--- src/rtl/mem_pkg.sv ---
// Shared types and defaults for the memory-stage SRAM controller.
package mem_pkg;

    typedef enum logic [1:0] {
        IDLE = 2'd0,
        LO   = 2'd1,
        HI   = 2'd2,
        DONE = 2'd3
    } state_t;

    localparam int unsigned DEFAULT_ADDR_BASE   = 1024;
    localparam int unsigned DEFAULT_WAIT_CYCLES = 1;
    localparam int unsigned DEFAULT_SRAM_AW     = 18;

    // Word offset of a byte address relative to the SRAM window base.
    function automatic logic [31:0] word_offset(input logic [31:0] addr,
                                                input logic [31:0] base);
        return (addr - base) >> 2;
    endfunction

endpackage

--- src/rtl/mem_read_buffer.sv ---
// Single-entry read buffer: one tagged 32-bit word, filled by completed
// loads and kept coherent by write-through on matching stores.
module mem_read_buffer #(
    parameter int unsigned IW = 17
) (
    input  logic          clk,
    input  logic          rst,
    input  logic [IW-1:0] lookup_idx,
    output logic          hit,
    output logic [31:0]   data,
    input  logic          fill_en,
    input  logic [IW-1:0] fill_idx,
    input  logic [31:0]   fill_data,
    input  logic          wr_en,
    input  logic [IW-1:0] wr_idx,
    input  logic [31:0]   wr_data
);

    logic          valid;
    logic [IW-1:0] tag;

    assign hit = valid && (tag == lookup_idx);

    // Fill on load completion; a matching store only refreshes the data.
    always_ff @(posedge clk or posedge rst) begin
        if (rst) begin
            valid <= 1'b0;
            tag   <= '0;
            data  <= '0;
        end else if (fill_en) begin
            valid <= 1'b1;
            tag   <= fill_idx;
            data  <= fill_data;
        end else if (wr_en && valid && (tag == wr_idx)) begin
            data  <= wr_data;
        end
    end

endmodule

--- src/rtl/mem_stage_sram_ctrl.sv ---
// Memory-stage access controller: splits one 32-bit load/store into two
// 16-bit SRAM accesses with WAIT_CYCLES extra hold cycles each, and stalls
// the pipeline through `ready` while an access is in flight.
// Optional macro MEM_READ_BUFFER_EN adds a single-entry read buffer.
//
// state | meaning
// IDLE  | no access; ready=1 unless a new request is being accepted
// LO    | low half-word access at {wordIdx,0}
// HI    | high half-word access at {wordIdx,1}
// DONE  | access complete, ready=1 for one cycle, SRAM idle
module mem_stage_sram_ctrl
    import mem_pkg::*;
#(
    parameter int unsigned ADDR_BASE   = DEFAULT_ADDR_BASE,
    parameter int unsigned WAIT_CYCLES = DEFAULT_WAIT_CYCLES,
    parameter int unsigned SRAM_AW     = DEFAULT_SRAM_AW
) (
    input  logic               clk,
    input  logic               rst,
    input  logic               memReadEn,
    input  logic               memWriteEn,
    input  logic [31:0]        address,
    input  logic [31:0]        writeData,
    output logic [31:0]        readData,
    output logic               ready,
    output logic [SRAM_AW-1:0] sramAddr,
    output logic [15:0]        sramDqOut,
    input  logic [15:0]        sramDqIn,
    output logic               sramDqOe,
    output logic               sramWeN
);

    localparam int unsigned IW        = SRAM_AW - 1;
    localparam logic [3:0]  WAIT_LAST = 4'(WAIT_CYCLES);

    state_t        state, state_n;
    logic [3:0]    cnt;
    logic          op_write;
    logic [IW-1:0] idx_q;
    logic [31:0]   wdata_q;
    logic [IW-1:0] req_idx;
    logic          req, start, lo_last, hi_last, buf_go;
    logic          buf_hit;
    logic [31:0]   buf_data;

    assign req     = memReadEn | memWriteEn;
    assign req_idx = IW'(word_offset(address, 32'(ADDR_BASE)));

`ifdef MEM_READ_BUFFER_EN
    mem_read_buffer #(.IW(IW)) u_read_buffer (
        .clk        (clk),
        .rst        (rst),
        .lookup_idx (req_idx),
        .hit        (buf_hit),
        .data       (buf_data),
        .fill_en    (hi_last & ~op_write),
        .fill_idx   (idx_q),
        .fill_data  ({sramDqIn, readData[15:0]}),
        .wr_en      (hi_last & op_write),
        .wr_idx     (idx_q),
        .wr_data    (wdata_q)
    );
`else
    assign buf_hit  = 1'b0;
    assign buf_data = '0;
`endif

    // State register.
    always_ff @(posedge clk or posedge rst) begin
        if (rst) state <= IDLE;
        else     state <= state_n;
    end

    // Next-state and stall decode; stores win when both request lines are high.
    always_comb begin
        state_n = state;
        ready   = 1'b0;
        start   = 1'b0;
        lo_last = 1'b0;
        hi_last = 1'b0;
        buf_go  = 1'b0;
        case (state)
            IDLE: begin
                if (!req) begin
                    ready = 1'b1;
                end else if (memReadEn && !memWriteEn && buf_hit) begin
                    buf_go  = 1'b1;
                    state_n = DONE;
                end else begin
                    start   = 1'b1;
                    state_n = LO;
                end
            end
            LO: begin
                if (cnt == WAIT_LAST) begin
                    lo_last = 1'b1;
                    state_n = HI;
                end
            end
            HI: begin
                if (cnt == WAIT_LAST) begin
                    hi_last = 1'b1;
                    state_n = DONE;
                end
            end
            DONE: begin
                ready   = 1'b1;
                state_n = IDLE;
            end
            default: state_n = IDLE;
        endcase
    end

    // Request latch, wait counter, SRAM pins and load data; SRAM pins change
    // on the same edge as the state so they line up with LO/HI exactly.
    always_ff @(posedge clk or posedge rst) begin
        if (rst) begin
            cnt       <= '0;
            op_write  <= 1'b0;
            idx_q     <= '0;
            wdata_q   <= '0;
            readData  <= '0;
            sramAddr  <= '0;
            sramDqOut <= '0;
            sramDqOe  <= 1'b0;
            sramWeN   <= 1'b1;
        end else begin
            case (state)
                IDLE: begin
                    cnt <= '0;
                    if (buf_go) readData <= buf_data;
                    if (start) begin
                        op_write <= memWriteEn;
                        idx_q    <= req_idx;
                        wdata_q  <= writeData;
                        sramAddr <= {req_idx, 1'b0};
                        sramWeN  <= ~memWriteEn;
                        sramDqOe <= memWriteEn;
                        if (memWriteEn) sramDqOut <= writeData[15:0];
                    end
                end
                LO: begin
                    if (lo_last) begin
                        cnt      <= '0;
                        sramAddr <= {idx_q, 1'b1};
                        if (op_write) sramDqOut <= wdata_q[31:16];
                        else          readData[15:0] <= sramDqIn;
                    end else begin
                        cnt <= cnt + 4'd1;
                    end
                end
                HI: begin
                    if (hi_last) begin
                        cnt      <= '0;
                        sramWeN  <= 1'b1;
                        sramDqOe <= 1'b0;
                        if (!op_write) readData[31:16] <= sramDqIn;
                    end else begin
                        cnt <= cnt + 4'd1;
                    end
                end
                default: cnt <= '0;
            endcase
        end
    end

endmodule

--- config.mk ---
export PLATFORM = sky130hd
export DESIGN_NAME = mem_stage_sram_ctrl
export DESIGN_NICKNAME = d
export VERILOG_FILES = /design/src/rtl/mem_pkg.sv /design/src/rtl/mem_read_buffer.sv /design/src/rtl/mem_stage_sram_ctrl.sv
export SDC_FILE = /design/constraint.sdc
export NUM_CORES = 1
export LEC_CHECK = 0
export CAP_MARGIN = 20
export CORE_MARGIN = 2
export CORE_UTILIZATION = 36
export CTS_BUF_LIST = sky130_fd_sc_hd__clkbuf_2 sky130_fd_sc_hd__clkbuf_4 sky130_fd_sc_hd__clkbuf_8
export DETAILED_ROUTE_END_ITERATION = 10
export PLACE_DENSITY = 0.63
export SYNTH_ARGS = -nofsm -noshare
export SYNTH_HDL_FRONTEND = slang
export SYNTH_SLANG_ARGS = --single-unit
--- constraint.sdc ---
create_clock -name clk -period 5.1 [get_ports clk]
set_input_delay 0.765 -clock clk [delete_from_list [all_inputs] [get_ports clk]]
set_output_delay 0.765 -clock clk [all_outputs]
set_load 0.005 [all_outputs]
Word-level counts from Yosys, hierarchy flattened
Cells that the tools add are included.

operators by class
  add/subtract/negate cells = 2
  eq/ne operators = 12
  mux-type cells = 28
  bitwise operators = 3
  reduce and logical (&&, ||, !) cells = 10

operators by type and width
  kind                                                                   count
  16-bit 2-to-1 mux                                                      4
  18-bit 2-to-1 mux                                                      2
  18-bit case mux with 2 select lines                                    1
  16-bit case mux with 2 select lines                                    1
  19-bit by 11-bit subtractor with 19-bit output, second input constant  1
  2-bit inequality test, second input constant                           8
  3-bit AND reduction                                                    5
  1-bit 2-to-1 mux                                                       10
  4-bit 2-to-1 mux                                                       2
  2-bit case mux with 4 select lines                                     1
  4-bit case mux with 2 select lines                                     1
  2-bit 2-to-1 mux                                                       3
  1-bit case mux with 2 select lines                                     3
  5-bit AND reduction                                                    1
  4-bit by 1-bit adder with 4-bit output, second input constant          1
  2-bit == test, second input constant                                   2
  4-bit by 1-bit == test with 1-bit output, second input constant        1
  2-bit nonzero test                                                     2
  2-bit by 1-bit == test with 1-bit output, second input constant        1
  2-bit logical NOT                                                      1
  1-bit NOT                                                              2
  2-bit AND reduction                                                    1
  1-bit bitwise OR                                                       1

storage, ports and cells
  flip-flop bits (word level) = 124
  bits of input ports = 84
  output and inout bits = 69
  word-level logic and storage cells = 66

Longest topological paths before layout
  word-level depth = 5
  gate-level depth with buffers = 9
  depth with buffers taken out = 6

Worst setup path after synthesis
Ideal clock, no wire load.

  kind = reg-to-output
  start point = register state[0]
  end point = output ready
  arrival time = 1.271 ns
  data required time = 4.335 ns
  path slack = 3.064 ns
  stages on the path, launching flop included = 7
  buffers on the path = 1
  cells stage by stage = dfrtp_1 > inv_1 > ha_1 > buf_2 > nor3b_2 > nor2_1 > nor2_1

on the way
  cells in the longest elaborated chain, start to end = 2
  elaborated cells between the ends (all ways) = 3
  those cells by class = eq/ne (1); mux (1); reduce/logical (1)

RTL lines
  item                                                       line                       RTL
  start: declaration                                         mem_stage_sram_ctrl.sv:36  state_t state, state_n;
  start signal: assignment                                   mem_stage_sram_ctrl.sv:71  else state <= state_n;
  2-bit == test / 2-bit logical NOT (equally long branches)  mem_stage_sram_ctrl.sv:82  case (state)
  1-bit case mux with 2 select lines (*)                     mem_stage_sram_ctrl.sv:82
  end: declaration                                           mem_stage_sram_ctrl.sv:25  output logic ready,

Every way passes the cells marked *; elsewhere a longest branch is shown, timed or not.

Worst setup path in the final report
Ends and elaborated chain as after synthesis.

==> results_dict.tcl <==
set metrics [dict create \
    die_h_um 118 \
    max-cap-violations 0 \
    maxSlewViolCount 0 \
    num_antenna_cells 0 \
    grt-ovfl-total 0 \
    dieArea_um2 13900 \
    syn_area_um2 4660 \
    fillCellCount 1185 \
    end_kind "output pin" \
    numCtsBuffers 9 \
    cts_tree "yes" \
    slowest_delay_ns 0.52 \
    viasPerCell 4.77 \
    drtIter0Drc 87 \
    yosysSeqAreaShare_pct 58.0 \
    fin_total_pwr_w 0.00391 \
    async_flop_share_pct 100 \
    setup_viol 0 \
    cts_hold_buf 0 \
    status "complete, no violations" \
    syn-num-nets 463 \
    clock-root-buffer "clkbuf_8" \
    grt_pass1_wl_um 17400 \
    via_count 3251 \
    post-synth-top-count-cell "dfrtp_1" \
    firstDrtPassIters 4 \
    hold_violations 0 \
    numPortBuffers 137 \
    fin_skew_ns 0.0113 \
    synthCells 372 \
    ir_worst_vdd_mv 0.226 \
    grt_max_degree 80 \
    power_density_nw_per_um2 606 \
    synth_area_leaders "dfrtp_1, mux2_2, mux2i_1" \
    tightest_slew_ns 0.898 \
    start_util_pct 37.0 \
    hold_depth 2 \
    synth_top_area_share_pct 57.4 \
    hold_path.class "flip-flop to flip-flop" \
    row_count 41 \
    nets 597 \
    rsz0062_at_grt "no" \
    crit_required_ns 4.34 \
    crit_buf_inv 2 \
    path_cells "inv_1 -> ha_1 -> nor3b_2 -> nor2_1 -> nor2_1 -> clkdlybuf4s50_1" \
    hp-start "idx_q[11]" \
    start_kind "flip-flop" \
    period_needed_ns 3.21 \
    htree_levels 3 \
    synth-edff-count 0 \
    drive_above_1_share_pct 17.3 \
    die_w_um 118 \
    antenna_found_initial 0 \
    stdcell_count 682 \
    final.setup.tns_ns 0 \
    gp_congestion 0.769 \
    worstSkewPairLatency_ns 0.37 \
    max_freq_ghz 0.312 \
    avgSynthCellArea_um2 12.5 \
    post-route-period-util_pct 62.9 \
    placedCellCount 666 \
    cts_setup_buffers 0 \
    worstPathMaxFanout 10 \
    pin_count 153 \
    grt_pass1_vias 3390 \
    relSlewSlack_pct 40.1 \
    leakagePower_nw 2.73 \
    startpoint "state[0]" \
    ys_warn_count 0 \
    place_hpwl_um 7350 \
    cpLargestDelayFamily "buffers and inverters" \
    path_clk_slew_ns 0.09 \
    synthTopCellsByCount "dfrtp_1, mux2_2, nand2_1" \
    cpMostUsedCell "nor2_1" \
    cpMaxStageDelayCell "clkdlybuf4s50_1" \
    areaGrowthSynthToFinish_pct 38.4 \
    whs_ns 0.487 \
    drc_errors 0 \
    synth_top_area_cell "dfrtp_1" \
    reg2regPathDepth 8 \
    r2r-start "state[1]" \
    arrival_ns 2.44 \
    globalRouteTotalUtil_pct 15.7 \
    post_cts_resized 0 \
    drt-total-wl_um 10600 \
    ys_ff_latch 108 \
    detail-route-antenna-nets 0 \
    worstSetupPathType "flip-flop to output pin" \
    cts.sinks 108 \
    cp.depth 6 \
    wire_per_inst_um 15.5 \
    synth_cell_types 37 \
    synth-main-ff-cell "dfrtp_1" \
    clockBufferDepth 2 \
    core_um2 12600 \
]
==> layout make-up <==
type                       instances  area (um2)  share of cell area [%]
clock inverter                     4        98.8                    1.53
tap                              172         215                    3.33
multi-input combinational        238        1840                    28.5
sequential                       108        2700                    41.9
clock buffer                      11         139                    2.15
inverter                           7        28.8                   0.446
timing repair buffer             142        1430                    22.1
==> worst min-delay path: cells and delay by family (launching register included) <==
family	cells	cell delay, ns
DFF	1	0.35
AOI/OAI and AO/OA	1	0.06
and+or+nand+nor	1	0.04
==> metrics by stage <==
stage                     utilization [%]  setup slack (ns)  instance area [um2]
after floorplan                         -              1.49                 4660
after global placement               49.0              1.89                 6190
after CTS                            50.9              1.84                 6430
final                                51.2              1.89                 6450
after detailed placement             49.0              1.92                 6190
after global routing                 51.2              1.67                 6450
==> cell families after synthesis <==
| family | Yosys count | synth area share [%] |
|---|---|---|
| AND/OR/NAND/NOR | 81 | 8.00 |
| adder cells (fa/ha/maj) | 7 | 1.88 |
| flip-flops | 108 | 58.0 |
| buffers and inverters | 26 | 2.92 |
| XOR/XNOR | 9 | 1.69 |
| multiplexers | 86 | 20.8 |
| AO/OA/AOI/OAI | 55 | 6.68 |
==> sequential cells by signal, summed over array words and instances (netlist names) <==
name,flops
sramDqOe,1
readData,32
sramWeN,1
cnt,4
wdata_q,16
idx_q,17
sramAddr,18
state,2
sramDqOut,16
op_write,1
==> per-layer routing <==
| layer | routed length, um | vias to the layer above | part of all wire (%) | GRT usage, % |
|---|---|---|---|---|
| met5 | 0 | - | 0 | 0 |
| met2 | 4950 | 86 | 47 | 24.8 |
| met4 | 271 | 0 | 2.6 | 6.85 |
| met3 | 553 | 20 | 5.2 | 3.97 |
| li1 | - | 1549 | - | - |
| met1 | 4790 | 1596 | 45 | 20.5 |
==> layout by cell type, fill, tap and decap left out, types with 10 or more instances in the layout <==
cell	instances
mux2_2	48
a21oi_1	21
dfrtp_1	107
mux2i_1	27
nor2_1	30
nand2_1	33
clkdlybuf4s50_1	137
mux2_4	10
o21ai_0	12
==> final timing paths <==
| path | end | slack [ns] |
|---|---|---|
| max in group asynchronous | wdata_q[29] | 3.35 |
| hold reg to reg | idx_q[11] | 0.49 |
| setup reg to reg | sramDqOut[10] | 2.58 |
| min in group asynchronous | readData[17] | 0.72 |
| hold / removal | idx_q[11] | 0.49 |
| setup / recovery | ready | 1.89 |
==> where the power goes <==
| group | total, W | internal, W | switching (W) |
|---|---|---|---|
| sequential | 0.00152 | 0.00129 | 0.000226 |
| clock | 0.000622 | 0.000336 | 0.000286 |
| combinational | 0.00177 | 0.00103 | 0.000742 |
Power figures use the tool's default switching activity.
